<file path="config.mk">
export PLATFORM = sky130hd
export DESIGN_NAME = instr_fetch_flat
export DESIGN_NICKNAME = d
export VERILOG_FILES = /design/src/rtl/instr_fetch_if.sv /design/src/rtl/instr_fetch.sv /design/src/flat_wrapper.sv
export SDC_FILE = /design/constraint.sdc
export NUM_CORES = 1
export LEC_CHECK = 0
export BUFFER_PORTS_ARGS = -buffer_cell sky130_fd_sc_hd__buf_2
export CAP_MARGIN = 20
export CORE_MARGIN = 5
export CORE_UTILIZATION = 60
export CTS_BUF_LIST = sky130_fd_sc_hd__clkbuf_4 sky130_fd_sc_hd__clkbuf_8
export DETAILED_ROUTE_END_ITERATION = 8
export GPL_TIMING_DRIVEN = 0
export PLACE_DENSITY = 0.92
export SYNTH_ARGS = -nofsm -noshare
export SYNTH_HDL_FRONTEND = slang
export SYNTH_SLANG_ARGS = --single-unit
export TNS_END_PERCENT = 30
</file>
<file path="constraint.sdc">
create_clock -name clk -period 4.56 [get_ports clk]
set_clock_uncertainty 0.2 [all_clocks]
set_input_delay 0.912 -clock clk [delete_from_list [all_inputs] [get_ports clk]]
set_output_delay 0.912 -clock clk [all_outputs]
set_load 0.01 [all_outputs]
</file>
<file path="src/rtl/instr_fetch_if.sv">
// RAM read channel shared by fetch-style clients and the RAM controller.
// Client drives the request; Server returns data and completion.
interface RAMReadChannel;
    logic [31:0] address;
    logic [1:0]  sig_read;
    logic [31:0] data;
    logic        is_ready;

    modport Client (output address, output sig_read, input data, input is_ready);
    modport Server (input address, input sig_read, output data, output is_ready);
endinterface

</file>
<file path="src/rtl/instr_fetch.sv">
// Instruction fetch: one word read in flight, results queued with their PCs.
// Optional FETCH_FAULT_EN adds a sticky misaligned-PC fault that halts issuing.
module instr_fetch #(
    parameter int unsigned DEPTH    = 4,
    parameter logic [31:0] RESET_PC = 32'h0000_0000
) (
    input  logic          clk,
    input  logic          reset,
    RAMReadChannel.Client ram,
    input  logic          redirect,
    input  logic [31:0]   redirect_pc,
    output logic          instr_valid,
    output logic [31:0]   instr,
    output logic [31:0]   instr_pc,
    input  logic          instr_ready
`ifdef FETCH_FAULT_EN
   ,output logic          fetch_fault
`endif
);

    localparam int unsigned PTR_W = $clog2(DEPTH);
    localparam int unsigned CNT_W = PTR_W + 1;

    typedef enum logic [1:0] {S_IDLE, S_ISSUE, S_WAIT1, S_WAIT} state_t;

    typedef struct packed {
        logic [31:0] pc;
        logic [31:0] word;
    } fetch_entry_t;

    state_t             state_q;
    logic [1:0]         sig_read_q;
    logic [31:0]        address_q;
    logic [31:0]        fetch_pc_q, fetch_pc_d;
    logic               discard_q;
    logic               fault_q, fault_d;
    logic [PTR_W-1:0]   wr_ptr_q, rd_ptr_q;
    logic [CNT_W-1:0]   count_q, count_d;
    fetch_entry_t       mem_q [DEPTH];

    logic pop, push, room;

    // Next-state values shared by the FIFO and the request sequencer.
    always_comb begin
        pop        = (count_q != '0) && instr_ready;
        push       = (state_q == S_WAIT) && ram.is_ready && !discard_q && !redirect;
        count_d    = count_q;
        fetch_pc_d = fetch_pc_q;
        if (redirect) begin
            count_d    = '0;
            fetch_pc_d = redirect_pc;
        end else begin
            count_d = count_q + CNT_W'(push) - CNT_W'(pop);
            if (push) fetch_pc_d = fetch_pc_q + 32'd4;
        end
`ifdef FETCH_FAULT_EN
        fault_d = fault_q;
        if (redirect) fault_d = (redirect_pc[1:0] != 2'b00);
`else
        fault_d = 1'b0;
`endif
        room = (count_d < CNT_W'(DEPTH));
    end

    always_ff @(posedge clk) begin
        if (reset) begin
            state_q    <= S_IDLE;
            sig_read_q <= 2'd0;
            address_q  <= 32'd0;
            fetch_pc_q <= RESET_PC;
            discard_q  <= 1'b0;
`ifdef FETCH_FAULT_EN
            fault_q    <= (RESET_PC[1:0] != 2'b00);
`else
            fault_q    <= 1'b0;
`endif
            wr_ptr_q   <= '0;
            rd_ptr_q   <= '0;
            count_q    <= '0;
        end else begin
            fetch_pc_q <= fetch_pc_d;
            count_q    <= count_d;
            fault_q    <= fault_d;
            if (redirect) begin
                wr_ptr_q <= '0;
                rd_ptr_q <= '0;
            end else begin
                if (push) wr_ptr_q <= wr_ptr_q + PTR_W'(1);
                if (pop)  rd_ptr_q <= rd_ptr_q + PTR_W'(1);
            end

            sig_read_q <= 2'd0;
            unique case (state_q)
                S_IDLE: begin
                    if (!redirect && (count_q < CNT_W'(DEPTH)) && !fault_q) begin
                        state_q    <= S_ISSUE;
                        sig_read_q <= 2'd3;
                        address_q  <= fetch_pc_q;
                    end
                end
                S_ISSUE: begin
                    state_q <= S_WAIT1;
                    if (redirect) discard_q <= 1'b1;
                end
                S_WAIT1: begin
                    state_q <= S_WAIT;
                    if (redirect) discard_q <= 1'b1;
                end
                S_WAIT: begin
                    // A redirect landing on the completing cycle leaves nothing in flight to discard.
                    if (ram.is_ready) begin
                        discard_q <= 1'b0;
                        if (room && !fault_d) begin
                            state_q    <= S_ISSUE;
                            sig_read_q <= 2'd3;
                            address_q  <= fetch_pc_d;
                        end else begin
                            state_q <= S_IDLE;
                        end
                    end else if (redirect) begin
                        discard_q <= 1'b1;
                    end
                end
                default: state_q <= S_IDLE;
            endcase
        end
    end

    // Entry storage carries no reset; validity is tracked by count_q.
    always_ff @(posedge clk) begin
        if (push) mem_q[wr_ptr_q] <= '{pc: fetch_pc_q, word: ram.data};
    end

    assign ram.sig_read = sig_read_q;
    assign ram.address  = address_q;
    assign instr_valid  = (count_q != '0);
    assign instr        = mem_q[rd_ptr_q].word;
    assign instr_pc     = mem_q[rd_ptr_q].pc;
`ifdef FETCH_FAULT_EN
    assign fetch_fault  = fault_q;
`endif

endmodule

</file>
<file path="src/flat_wrapper.sv">
// flat-port wrapper written by rule: the top's interface ports become plain ports
module instr_fetch_flat 
#(
    parameter int unsigned DEPTH    = 4,
    parameter logic [31:0] RESET_PC = 32'h0000_0000
)
  (clk, reset, redirect, redirect_pc, instr_valid, instr, instr_pc, instr_ready, ram_address, ram_sig_read, ram_data, ram_is_ready);
  RAMReadChannel ram_i ();
  input  logic clk;
  input  logic reset;
  input  logic redirect;
  input  logic [31:0] redirect_pc;
  output logic instr_valid;
  output logic [31:0] instr;
  output logic [31:0] instr_pc;
  input  logic instr_ready;
  output wire logic [$bits(ram_i.address)-1:0] ram_address;
  output wire logic [$bits(ram_i.sig_read)-1:0] ram_sig_read;
  input wire logic [$bits(ram_i.data)-1:0] ram_data;
  input wire logic [$bits(ram_i.is_ready)-1:0] ram_is_ready;
  assign ram_address = ram_i.address;
  assign ram_sig_read = ram_i.sig_read;
  assign ram_i.data = ram_data;
  assign ram_i.is_ready = ram_is_ready;
  instr_fetch #(.DEPTH(DEPTH), .RESET_PC(RESET_PC)) u_core (.clk(clk), .reset(reset), .ram(ram_i), .redirect(redirect), .redirect_pc(redirect_pc), .instr_valid(instr_valid), .instr(instr), .instr_pc(instr_pc), .instr_ready(instr_ready));
endmodule
</file>
## Word-level counts from Yosys, hierarchy flattened

Memories as Yosys holds them, arrays and structs flattened. A register that Yosys moved wholly into a read port is not among the register bits.
Index checks and enable logic that the tools add are counted.
W data, S select, Z words.

- Memories kept: 1
- Register bits after elaboration: 76
- Input port bits: 69
- Memory bits (writable): 256
- Word-level logic and storage cells: 59
- Output and inout port bits: 99

Memories:

| name | depth | bits a word | read ports | clocked after memory_dff | write ports | line | RTL |
|---|---|---|---|---|---|---|---|
| u_core.mem_q | 4 | 64 | 1 | 1 | 1 | instr_fetch.sv:39 | `fetch_entry_t mem_q [DEPTH];` |

- Order comparisons: 2
- Equal/unequal tests: 6
- Mux-type cells: 22
- Add/subtract/negate cells: 5
- Reduce and logical (&&, ||, !) cells: 15

Operators by type and width:

| kind | number |
|---|---|
| $mux W32 | 5 |
| $pmux W32 S2 | 1 |
| $add A32 B3 Y32 const B | 1 |
| $mux W2 | 7 |
| $pmux W2 S4 | 1 |
| $lt A3 B3 Y1 const B | 2 |
| $logic_and A1 B1 Y1 | 5 |
| $mux W1 | 5 |
| $add A2 B1 Y2 const B | 2 |
| $eq A2 B2 Y1 const B | 2 |
| $ne A2 B1 Y1 const B | 2 |
| $pmux W2 S2 | 1 |
| $reduce_and A4 Y1 | 1 |
| $reduce_bool A2 Y1 | 2 |
| $reduce_or A2 Y1 | 2 |
| $add A3 B1 Y3 | 1 |
| $mux W3 | 1 |
| $reduce_bool A3 Y1 | 1 |
| $sub A3 B1 Y3 | 1 |
| $eq A2 B1 Y1 const B | 1 |
| $logic_not A1 Y1 | 2 |
| $logic_not A2 Y1 | 1 |
| $ne A2 B2 Y1 const B | 1 |
| $pmux W1 S2 | 1 |
| $reduce_and A2 Y1 | 1 |

## Logic depth before layout (Yosys ltp)

Gate-level depths: netlist (run 1).

- Depth in word-level cells: 11
- Gate-level depth with buffers: 14

## Worst setup path after synthesis (run 1)

No wires, ideal clock.

- Path kind: input to register
- Start point: in redirect
- End point: reg u_core.address_q[14] (netlist: u_core.ram.address[14])
- Path buffers: 4
- Data arrival time: 3.697 ns
- Slack: 0.577 ns
- Setup time: 0.086 ns
- Cell stages on the path: 13
- Cell sequence: nand4bb_1 > clkbuf_1 > inv_1 > clkbuf_1 > ha_1 > fa_1 > xnor2_1 > o32a_1 > o311a_1 > clkbuf_1 > clkbuf_1 > nor2_1 > a211oi_1

- Cells in the longest elaborated chain, start to end: 8

RTL lines:

| item | line | RTL |
|---|---|---|
| start: declaration | flat_wrapper.sv:11 | `input logic redirect;` |
| $logic_not A1 Y1 | instr_fetch.sv:46, instr_fetch.sv:95 |  |
| $logic_and A1 B1 Y1 | instr_fetch.sv:46 | `push = (state_q == S_WAIT) && ram.is_ready && !discard_q && !redirect;` |
| $add A3 B1 Y3 | instr_fetch.sv:53 | `count_d = count_q + CNT_W'(push) - CNT_W'(pop);` |
| $sub A3 B1 Y3 | instr_fetch.sv:53 |  |
| $mux W3 | instr_fetch.sv:49 | `if (redirect) begin` |
| $lt A3 B3 Y1 | instr_fetch.sv:62 | `room = (count_d < CNT_W'(DEPTH));` |
| $ne A2 B1 Y1 (no source line) | - |  |
| $reduce_and A4 Y1 (no source line) | - |  |
| end signal: assignment | instr_fetch.sv:98 | `address_q <= fetch_pc_q;` |
| end signal: assignment | instr_fetch.sv:116 | `address_q <= fetch_pc_d;` |
| end: declaration | instr_fetch.sv:33 | `logic [31:0] address_q;` |

Parallel ways exist; a longest one is shown, timed or not. The select of a mux whose other input is x is not followed.
A chain may end at the register's enable or synchronous reset.

## Worst setup path in the final report (run 1)

- Start point: reg u_core.state_q[1]
- End point: reg u_core.address_q[9] (netlist: u_core.ram.address[9])

- Cells in the longest elaborated chain, start to end: 10

RTL lines:

| item | line | RTL |
|---|---|---|
| start: declaration | instr_fetch.sv:31 | `state_t state_q;` |
| start signal: assignment | instr_fetch.sv:67 | `state_q <= S_IDLE;` |
| start signal: assignment | instr_fetch.sv:96 | `state_q <= S_ISSUE;` |
| start signal: assignment | instr_fetch.sv:102 | `state_q <= S_WAIT1;` |
| $eq A2 B2 Y1 | instr_fetch.sv:46, instr_fetch.sv:93 |  |
| $logic_and A1 B1 Y1 (3 in a row) | instr_fetch.sv:46 |  |
| $add A3 B1 Y3 | instr_fetch.sv:53 |  |
| $sub A3 B1 Y3 | instr_fetch.sv:53 |  |
| $mux W3 | instr_fetch.sv:49 |  |
| $lt A3 B3 Y1 | instr_fetch.sv:62 |  |
| $ne A2 B1 Y1 (no source line) | - |  |
| $reduce_and A4 Y1 (no source line) | - |  |

Parallel ways exist; a longest one is shown, timed or not. The select of a mux whose other input is x is not followed.

==> results of run 1 <==
cells in the mapped netlist, drive strengths merged, types with 18 or more instances:
cell and number:
a21oi 34, mux4 64, nor3 19, edfxtp 256, nor2 62, nor4 20, nand3 18, nand2 38
inv 23, clkbuf 42, dfxtp 77
routing by layer:
layer / share of wire [%] / GRT usage, %
met5: 0 / 0
met4: 3.0 / 8.26
met3: 10 / 6.08
met2: 48 / 39.3
met1: 39 / 34.5
placed cells by master (no fill, tap or decap), drive strengths merged, types with 2 or more instances in the layout:
cell type  instances
a2111oi            2
nand2             38
or2                2
o41ai              3
nand3             18
o311ai            11
ha                10
xnor2              9
and3               7
o31a               8
mux2i              8
a21oi             34
nand2b            11
inv               23
a41oi              2
buf              183
a31oi              6
a311oi             7
o22a               4
mux4              64
dfxtp             77
and4               6
edfxtp           256
or4                4
nor4              20
o211ai             7
nor2              62
clkinv            17
a211oi            13
or3                5
o21a               4
xor2               3
clkbuf           118
o22ai              4
clkinvlp           2
and2               6
o21ai             13
nor3              19
o311a              9
nand4             11
cell type report:
| cell class | instances | area (um2) |
|---|---|---|
| plain buffers | 54 | 218 |
| clock buffers | 76 | 915 |
| clock inverters | 18 | 81.3 |
| fillers | 1380 | 6160 |
| inverters | 24 | 90.1 |
| multi-input cells | 448 | 3900 |
| flip-flops and latches | 333 | 9230 |
| well taps | 280 | 350 |
| repair buffers | 171 | 946 |
worst max-delay path by stage:
stage | slack, ns | startpoint | to | cells after the start
floorplan | 0.58 | redirect | u_core.ram.address[14]$_SDFFE_PP0P_ | 13
global placement | -0.78 | redirect | u_core.mem_q[0][47]$_DFFE_PP_ | 6
detailed placement | -0.65 | redirect | u_core.ram.address[28]$_SDFFE_PP0P_ | 14
CTS | 0.14 | u_core.state_q[1]$_SDFFE_PP0P_ | u_core.ram.address[10]$_SDFFE_PP0P_ | 14
global route | 0.08 | u_core.state_q[1]$_SDFFE_PP0P_ | u_core.ram.address[9]$_SDFFE_PP0P_ | 13
finish | 0.25 | u_core.state_q[1]$_SDFFE_PP0P_ | u_core.ram.address[9]$_SDFFE_PP0P_ | 13
through the flow:
step           hold slack, ns  power, mW  setup TNS (ns)  instances
6_report                0.268       6.85               0       1404
5_1_grt                 0.289       7.14               0       1404
4_1_cts                 0.261       6.85               0       1403
3_5_place_dp            0.244       4.50          -15.66       1309
3_3_place_gp            0.248       4.47         -207.96       1305
2_1_floorplan           0.255       4.10               0        859
logic make-up (layout without fill, tap and decap cells):
group | count (synthesis) | in the layout | share of synthesized area [%]
AO/OA/AOI/OAI | 139 | 139 | 7.54
XOR/XNOR | 12 | 12 | 0.784
adder cells (fa/ha/maj) | 11 | 11 | 1.08
buffers and inverters | 78 | 343 | 2.24
flip-flops | 333 | 333 | 68.9
multiplexers | 73 | 73 | 11.4
AND/OR/NAND/NOR | 213 | 213 | 8.05
where the power goes:
group	switching (mW)	total, mW	internal [mW]	leakage, nW
clock network	1.09	2.37	1.28	0.529
registers	0.122	3.53	3.41	2.96
logic	0.606	0.946	0.341	1.94
total	1.82	6.85	5.03	5.42
worst min-delay path: stages, from the launching register on:
cell     delay [ns]
dfxtp_1        0.31
nand2_1        0.05
a21oi_1        0.05
flip-flops by register name, indices dropped and copies added (netlist names), named ones only:
register,cells
u_core.fetch_pc_q,32
u_core.mem_q,256
u_core.count_q,3
u_core.discard_q,1
u_core.rd_ptr_q,2
u_core.state_q,2
u_core.ram.address,32
u_core.ram.sig_read,1
u_core.wr_ptr_q,2
what timing repair did:
| item | 4_1_cts | 5_1_grt |
|---|---|---|
| resized for setup | 4 | 6 |
| pin swaps | 0 | 0 |
| hold endpoints to repair | 0 | 0 |
| endpoints found under the setup margin | 26 | 17 |
==> impl_results.md, run 1 <==
* Reg clk slew, reported paths at 0.06 ns
* Starting DRT DRC Count at 960
* Netlist cell types at 64
* Starting Density at 61.2%
* R2R Setup Slk at 0.25 ns
* Tmin final at 4.31 ns
* Setup violators final at 0
* Slowest cell on the critical path: or4_1
* Most common cell on crit path: clkbuf_2
* Cell taking the most area after synthesis: edfxtp_1
* Final Cell Area at 15700 um2
* Die Ht at 159 um
* Worst Hold Depth at 2
* GPL Wtd Cong at 0.967
* Post-synth EDFFs at 256
* Die ar. at 25400 um2
* Num ports at 168
* Startpoint types: register
* Vias/cell at 6.33
* Worst setup path class: register to register
* Clock buffer depth at 3
* Post-CTS setup buffers at 0
* Root buffer cell: clkbuf_8
* Worst-path fanout max at 10
* Setup WS post-layout at 0.247 ns
* Buffers and inverters on the worst path at 5
* Final Hold Vio Count at 0
* CTS buffer count at 51
* Largest net degree at the start of global routing at 60
* N_diodes at 0
* Site row count at 54
* Post-DP HPWL at 21300 um
* Final Slew Violations at 0
* Pleak at 5.42 nW
* Hold Crit Start: u_core.ram.address[2]$_SDFFE_PP0P_
* Cell area after synthesis at 13400 um2
* Worst Hold Class: register to register
* Number of global-route vias before repair at 8920
* # DRC at 0
* Top cells by area, synth: edfxtp_1 57%, dfxtp_1 12%, mux4_2 11%
* Hold Buf Count CTS at 0
* Critical Path End Type: register
* Die Width at 159 um
* Core area at 21900 um2
* Overflow after GRT at 0
* Share of flip-flops with an asynchronous set or reset at 0%
* Synth Flop Type: edfxtp_1
* RR Startpoint: u_core.state_q[1]$_SDFFE_PP0P_
* First-pass GRT wire length at 49900 um
* Critical path's top delay family: buffers and inverters
* Crit-path cells: ha_1, nand4bb_1, clkbuf_2, inv_1, clkbuf_1, ha_1, fa_1, xnor2_2, or4_1, o311a_1, clkbuf_2, clkbuf_2, o41ai_1
* FF-to-FF End: u_core.ram.address[9]$_SDFFE_PP0P_
* DR vias at 8894
* Slew headroom at 40.9%
* Max incr delay on CP at 0.46 ns
* Reg2reg path depth at 13
* Layout area overhead at 17.3%
* Sequential area share after synthesis at 68.9%
* Worst EP required at 4.81 ns
* Wire per inst at 22.8 um
* Max rail drop VDD at 0.299 mV
* CTS tree: built
* Drt pass-1 iters at 6
* Share of post-route cells with drive strength above 1 at 30.3%
* # H-tree levels at 2
* Crit share post-route at 94.6%
* Initial antenna violation count at 0
* Sink Count at 333
* Number of synthesized register bits at 333
* Fmax at 0.232 GHz
* Tightest Pin Transition at 0.887 ns
* Status: finished, final reports clean
* Post-Syn Instances at 859
* Final core occ at 71.8%
* Yosys warning total at 0
* Endpoint, Worst Hold: u_core.ram.address[2]$_SDFFE_PP0P_
* Worst slack, placed at -0.651 ns
* Clk Latency, worst-skew pair at 0.57 ns
* Final WL at 32100 um
* Mean Syn Cell Area at 15.6 um2
* Antenna-violating nets left at 0
* Area after DPL at 14700 um2
* Syn Nets at 939
* Pwr dens at 435 nW/um2
* CP Data Arrival Time at 4.56 ns
* Final #Nets at 1163
* Number of port buffers at 166
* GR Util All Layers at 24.9%
* RSZ-0062 raised after global routing: no
* Post-synth top area share at 57.4%
* MaxCap Viol Count at 0
Note: power is estimated with default switching activity, not from simulation.
==> run 2, diff against run 1 <==
- CORE_MARGIN: 5 -> 1
==> run 2 against run 1 <==
  * Final area is 0.25% higher
  * Register-to-register slack worse by 0.11 ns
  * First-iteration DRC count is 9.1% lower
  * Hold slack better by 0.0023 ns
  * Critical endpoint is now u_core.ram.address[28]$_SDFFE_PP0P_
  * Total power is 1.7% higher
  * Sequential share of layout area is 0.15 points lower
  * Sequential power hardly changed
  * Maximum frequency is 2.5% lower
  * Count of clock-buffer cells in the layout is 4 lower
  * Largest cell class unchanged
==> impl_results.md, run 2 (synthesis gave the netlist of run 1 again) <==
* Hold Buf Count CTS at 0
* Reg clk slew, reported paths at 0.07 ns
* Wire per inst at 22.6 um
* # DRC at 0
* TNS Setup at 0 ns
* Most frequent cells in the layout: 256 x edfxtp_1, 170 x buf_2, 77 x dfxtp_1
* Critical path depth at 13
* # H-tree levels at 2
* Site row count at 54
* Final WL at 31700 um
* Die ar. at 22900 um2
* Switching Fraction at 26.5%
* Final Slew Violations at 0
* Pleak at 5.43 nW
* Clock buffer depth at 3
* Setup WS post-layout at 0.136 ns
* Area after DPL at 14700 um2
* Fmax at 0.226 GHz
* N_diodes at 0
* Starting DRT DRC Count at 873
* Clk Latency, worst-skew pair at 0.58 ns
* Number of port buffers at 166
* Max incr delay on CP at 0.53 ns
* Slowest cell on the critical path: o311a_1
* Antenna-violating nets left at 0
* CTS tree: built
* Minimum hold slack at 0.271 ns
* Sink Count at 333
* Internal at 5.12 mW
* RSZ-0062 raised after global routing: no
* Post-DP HPWL at 20500 um
* Tightest Pin Transition at 0.854 ns
* Tmin final at 4.42 ns
* Final Cell Area at 15800 um2
* Worst slack, placed at -0.635 ns
* Design Power at 6.96 mW
* Core area at 21900 um2
* Slew headroom at 43.1%
* Final Hold Vio Count at 0
* DR vias at 8896
* Status: finished, final reports clean
* Buffers and inverters on the worst path at 4
* Reg2reg path depth at 13
* Clock power frac at 35.7%
* Commonest non-fill, non-tap cell in the layout: edfxtp_1
* Overflow after GRT at 0
* CP Data Arrival Time at 4.69 ns
* First-pass GRT wire length at 47100 um
* MaxCap Viol Count at 0
* Crit share post-route at 97.0%
* Top reg by flops: u_core.mem_q
* Max rail drop VDD at 0.317 mV
* Worst Hold Depth at 2
* GPL Wtd Cong at 0.966
* Pwr dens at 442 nW/um2
* Largest net degree at the start of global routing at 62
* Final #Nets at 1163
* Startpoint types: register
* Drt pass-1 iters at 5
* Num ports at 168
* Max FFs per register at 256
* Fillers at 1433
* Worst Hold Class: register to register
* Die Width at 151 um
* Critical path's top delay family: compound AO/OA/AOI/OAI gates
* Post-CTS setup buffers at 0
* Sequential share of power at 50.8%
* Sw power at 1.84 mW
* Root buffer cell: clkbuf_8
* Worst EP required at 4.83 ns
* Number of global-route vias before repair at 8580
* Share of post-route cells with drive strength above 1 at 30.2%
* Initial antenna violation count at 0
* Layout area overhead at 17.6%
* GR Util All Layers at 27.8%
* Critical Path End Type: register
* Crit-path cells: ha_1, nand4bb_1, clkbuf_2, inv_1, clkbuf_1, ha_1, fa_1, xnor2_1, o32a_1, o311a_1, clkbuf_2, a21oi_1, a211oi_1
* CTS buffer count at 52
* Starting Density at 61.2%
* Worst-path fanout max at 11
* Vias/cell at 6.33
* Worst setup path class: register to register
* Combinational Power Share at 13.6%
* Setup violators final at 0
* Die Ht at 151 um
-- run 2: per-layer routing --
layer  wire length [um]  vias up  track usage [%]
met4               1180        0             11.4
met5                  0        -                0
met1              12200     4292             36.8
met3               3150      111             5.81
li1                   -     3893                -
met2              15100      600             45.1
-- run 2: power groups by stage --
stage          Clock (mW)  Combinational, mW  Sequential [mW]
2_1_floorplan           0              0.509             3.59
3_3_place_gp            0              0.880             3.58
3_5_place_dp            0              0.900             3.59
4_1_cts              2.52              0.910             3.53
5_1_grt              2.65               1.01             3.54
6_report             2.48              0.945             3.53
-- run 2: cell type report --
type,instances,area (um2),area share [%]
clock buffers,72,885,5.61
repair buffers,171,946,6.00
inverters,24,90.1,0.571
plain buffers,53,213,1.35
flip-flops and latches,333,9230,58.5
multi-input cells,448,3890,24.7
clock inverters,24,164,1.04
well taps,280,350,2.22
-- run 2: worst paths after layout --
check	start	slack [ns]	end
worst max-delay path	u_core.state_q[1]$_SDFFE_PP0P_	0.14	u_core.ram.address[28]$_SDFFE_PP0P_
worst min register to register	u_core.ram.address[2]$_SDFFE_PP0P_	0.27	u_core.ram.address[2]$_SDFFE_PP0P_
worst min-delay path	u_core.ram.address[2]$_SDFFE_PP0P_	0.27	u_core.ram.address[2]$_SDFFE_PP0P_
worst max register to register	u_core.state_q[1]$_SDFFE_PP0P_	0.14	u_core.ram.address[28]$_SDFFE_PP0P_
-- run 2: stage by stage --
| step | std cells | util (%) |
|---|---|---|
| 3_3_place_gp | 1305 | 66.6 |
| 6_report | 1405 | 72.0 |
| 4_1_cts | 1405 | 72.0 |
| 2_1_floorplan | 859 | - |
| 3_5_place_dp | 1310 | 67.2 |
| 5_1_grt | 1405 | 72.0 |
-- run 2: repair_timing --
| action | in CTS | in global routing |
|---|---|---|
| gates cloned | 0 | 0 |
| setup endpoints to repair | 24 | 21 |
| resized for setup | 4 | 3 |
-- run 2: tightest hold or removal path, cell delays in order (launching register included) --
cell and delay [ns]:
dfxtp_1 0.32, nand2_1 0.06, a21oi_1 0.05
==> run 3, diff against run 2 <==
- HOLD_SLACK_MARGIN: default -> 0.06
- clock period: 4.56 -> 4.2 ns (I/O delays scaled with it)
==> run 3 against run 2 <==
  * Clock power is 8.9% higher
  * Sequential power is 8.5% higher
  * Critical path depth increased by 1
  * Non-clock buffer count grew 1
  * Maximum frequency grew 7.0%
  * Utilization rose by 0.13 points
  * Largest power group unchanged
  * Highest routed layer unchanged
==> impl_results.md, run 3 (synthesis gave the netlist of run 1 again) <==
* Status: finished, final reports clean
* Antenna-violating nets left at 0
* Met1 usage at 36.7%
* FF-to-FF End: u_core.ram.address[3]$_SDFFE_PP0P_
* Pleak at 5.45 nW
* Fillers at 1427
* Number of port buffers at 166
* Die Ht at 151 um
* Layout area overhead at 17.9%
* Max rail drop VDD at 0.413 mV
* CP Data Arrival Time at 4.37 ns
* Switching Fraction at 26.4%
* Core area at 21900 um2
* Worst setup path class: register to register
* Most common cell on crit path: ha_1
* Placed Instances at 1310
* DR vias at 8946
* Root buffer cell: clkbuf_8
* Clk Latency, worst-skew pair at 0.58 ns
* Hold Crit Start: u_core.ram.address[2]$_SDFFE_PP0P_
* Tmin final at 4.14 ns
* Sink Count at 333
* Post-DP HPWL at 20500 um
* Starting DRT DRC Count at 942
* Top reg by flops: u_core.mem_q
* Num ports at 168
* Most frequent cells in the layout: 256 x edfxtp_1, 169 x buf_2, 77 x dfxtp_1
* Area of the multi-input gates at 3900 um2
* Commonest non-fill, non-tap cell in the layout: edfxtp_1
* Critical Path End Type: register
* Final core occ at 72.1%
* Final Slew Violations at 0
* Design Power at 7.57 mW
* # H-tree levels at 2
* # DRC at 0
* Drt pass-1 iters at 6
* Vias/cell at 6.36
* GR peak layer: met2
* Overflow after GRT at 0
* Largest net degree at the start of global routing at 62
* First-pass GRT wire length at 47300 um
* Max FFs per register at 256
* RR Startpoint: u_core.count_q[2]$_SDFF_PP0_
* Clock buffer depth at 3
* Setup WS post-layout at 0.0646 ns
* Register area at 9230 um2
* Reg2reg path depth at 14
* Worst Hold Depth at 2
* R2R Setup Slk at 0.06 ns
* GR Layer Usage met2 at 45.3%
* Crit-path cells: clkbuf_1, or3_1, and2_1, ha_1, inv_1, ha_1, fa_1, xnor2_2, or4_1, o311a_1, clkbuf_2, clkbuf_4, a211oi_1, nor3_1
* Final #Nets at 1164
* N_diodes at 0
* MaxCap Viol Count at 0
* Cell Count, Final, Fillers Out at 1406
* Worst EP required at 4.43 ns
* Max incr delay on CP at 0.48 ns
* Slew headroom at 42.6%
* Buffers and inverters on the worst path at 4
* Worst-path fanout max at 10
* TNS Setup at 0 ns
* Critical path's top delay family: simple AND/OR/NAND/NOR gates
* Pwr dens at 479 nW/um2
* GR Util All Layers at 27.9%
* Fmax at 0.242 GHz
* Sequential share of power at 50.6%
* Sw power at 2.00 mW
* Die ar. at 22900 um2
* Combinational Power Share at 13.7%
* Wire per inst at 22.6 um
* Tightest Pin Transition at 0.861 ns
* GR met3 Demand/Resource at 6.02%
* CTS tree: built
* Endpoint, Worst Hold: u_core.ram.address[2]$_SDFFE_PP0P_
* Startpoint types: register
* Worst Hold Class: register to register
* Share of post-route cells with drive strength above 1 at 30.6%
* Clock power frac at 35.6%
* Final WL at 31700 um
* GPL Wtd Cong at 0.966
* CP startpoint: u_core.count_q[2]$_SDFF_PP0_
* Starting Density at 61.2%
* Slowest cell on the critical path: or4_1
* Die Width at 151 um
* Setup violators final at 0
* Initial antenna violation count at 0
* RSZ-0062 raised after global routing: yes
* Number of global-route vias before repair at 8637
* Reg clk slew, reported paths at 0.07 ns
* CTS buffer count at 52
* Internal at 5.57 mW
* Site row count at 54
* Crit share post-route at 98.5%
* Final Hold Vio Count at 0
* Worst slack, placed at -0.923 ns
[run 3: cell types whose count changed in the layout (fill, tap and decap cells not counted)]
| cell | before | now |
|---|---|---|
| clkbuf_2 | 5 | 4 |
| buf_4 | 1 | 3 |
| xnor2_1 | 9 | 8 |
| clkbuf_4 | 17 | 20 |
| xnor2_2 | 0 | 1 |
| buf_2 | 170 | 169 |
| clkbuf_1 | 36 | 34 |
[run 3: tightest hold or removal path: cells and delay by family (launching register included)]
family          cells  cell delay [ns]
flops               1             0.31
compound gates      1             0.05
simple gates        1             0.06
[run 3: worst max-delay path by stage]
stage / to / depth (start not counted) / slack, ns
after global placement: u_core.mem_q[2][28]$_DFFE_PP_ / 6 / -1.14
after CTS: instr_pc[2] / 4 / 0.02
after global routing: instr_pc[2] / 4 / -0.05
after floorplan: u_core.ram.address[14]$_SDFFE_PP0P_ / 13 / 0.29
final: u_core.ram.address[3]$_SDFFE_PP0P_ / 14 / 0.06
after detailed placement: u_core.ram.address[28]$_SDFFE_PP0P_ / 14 / -0.92
[run 3: cell type report]
cell class / count / area share, %
buffer: 53 / 1.43
clock buffer: 72 / 5.60
tap: 280 / 2.22
timing repair buffer: 172 / 6.04
multi-input combinational: 448 / 24.7
sequential: 333 / 58.4
clock inverter: 24 / 1.04
inverter: 24 / 0.570
[run 3: metrics by stage]
step	hold slack, ns	area, um2
detailed placement	0.254	14700
CTS	0.264	15800
floorplan	0.255	13400
finish	0.269	15800
global route	0.271	15800
global placement	0.241	14600
[run 3: timing repair]
item                                    4_1_cts  5_1_grt
buffers inserted                              0        1
resized for setup                             8       10
hold buffers                                  0        0
pin swaps                                     0        2
endpoints found under the setup margin       32       71
[run 3: power by group through the flow]
stage	registers, mW	clock network [mW]	logic, mW
after floorplan	3.90	0	0.553
after global placement	3.89	0	0.956
after detailed placement	3.89	0	0.977
after CTS	3.83	2.74	0.998
after global routing	3.85	2.88	1.11
final	3.83	2.70	1.04
[run 3: per-layer routing]
metal  vias to the layer above  wire length, um
met3                       107             3360
met1                      4281            12100
met4                         0             1060
met5                         -                0
met2                       664            15200
li1                       3894                -
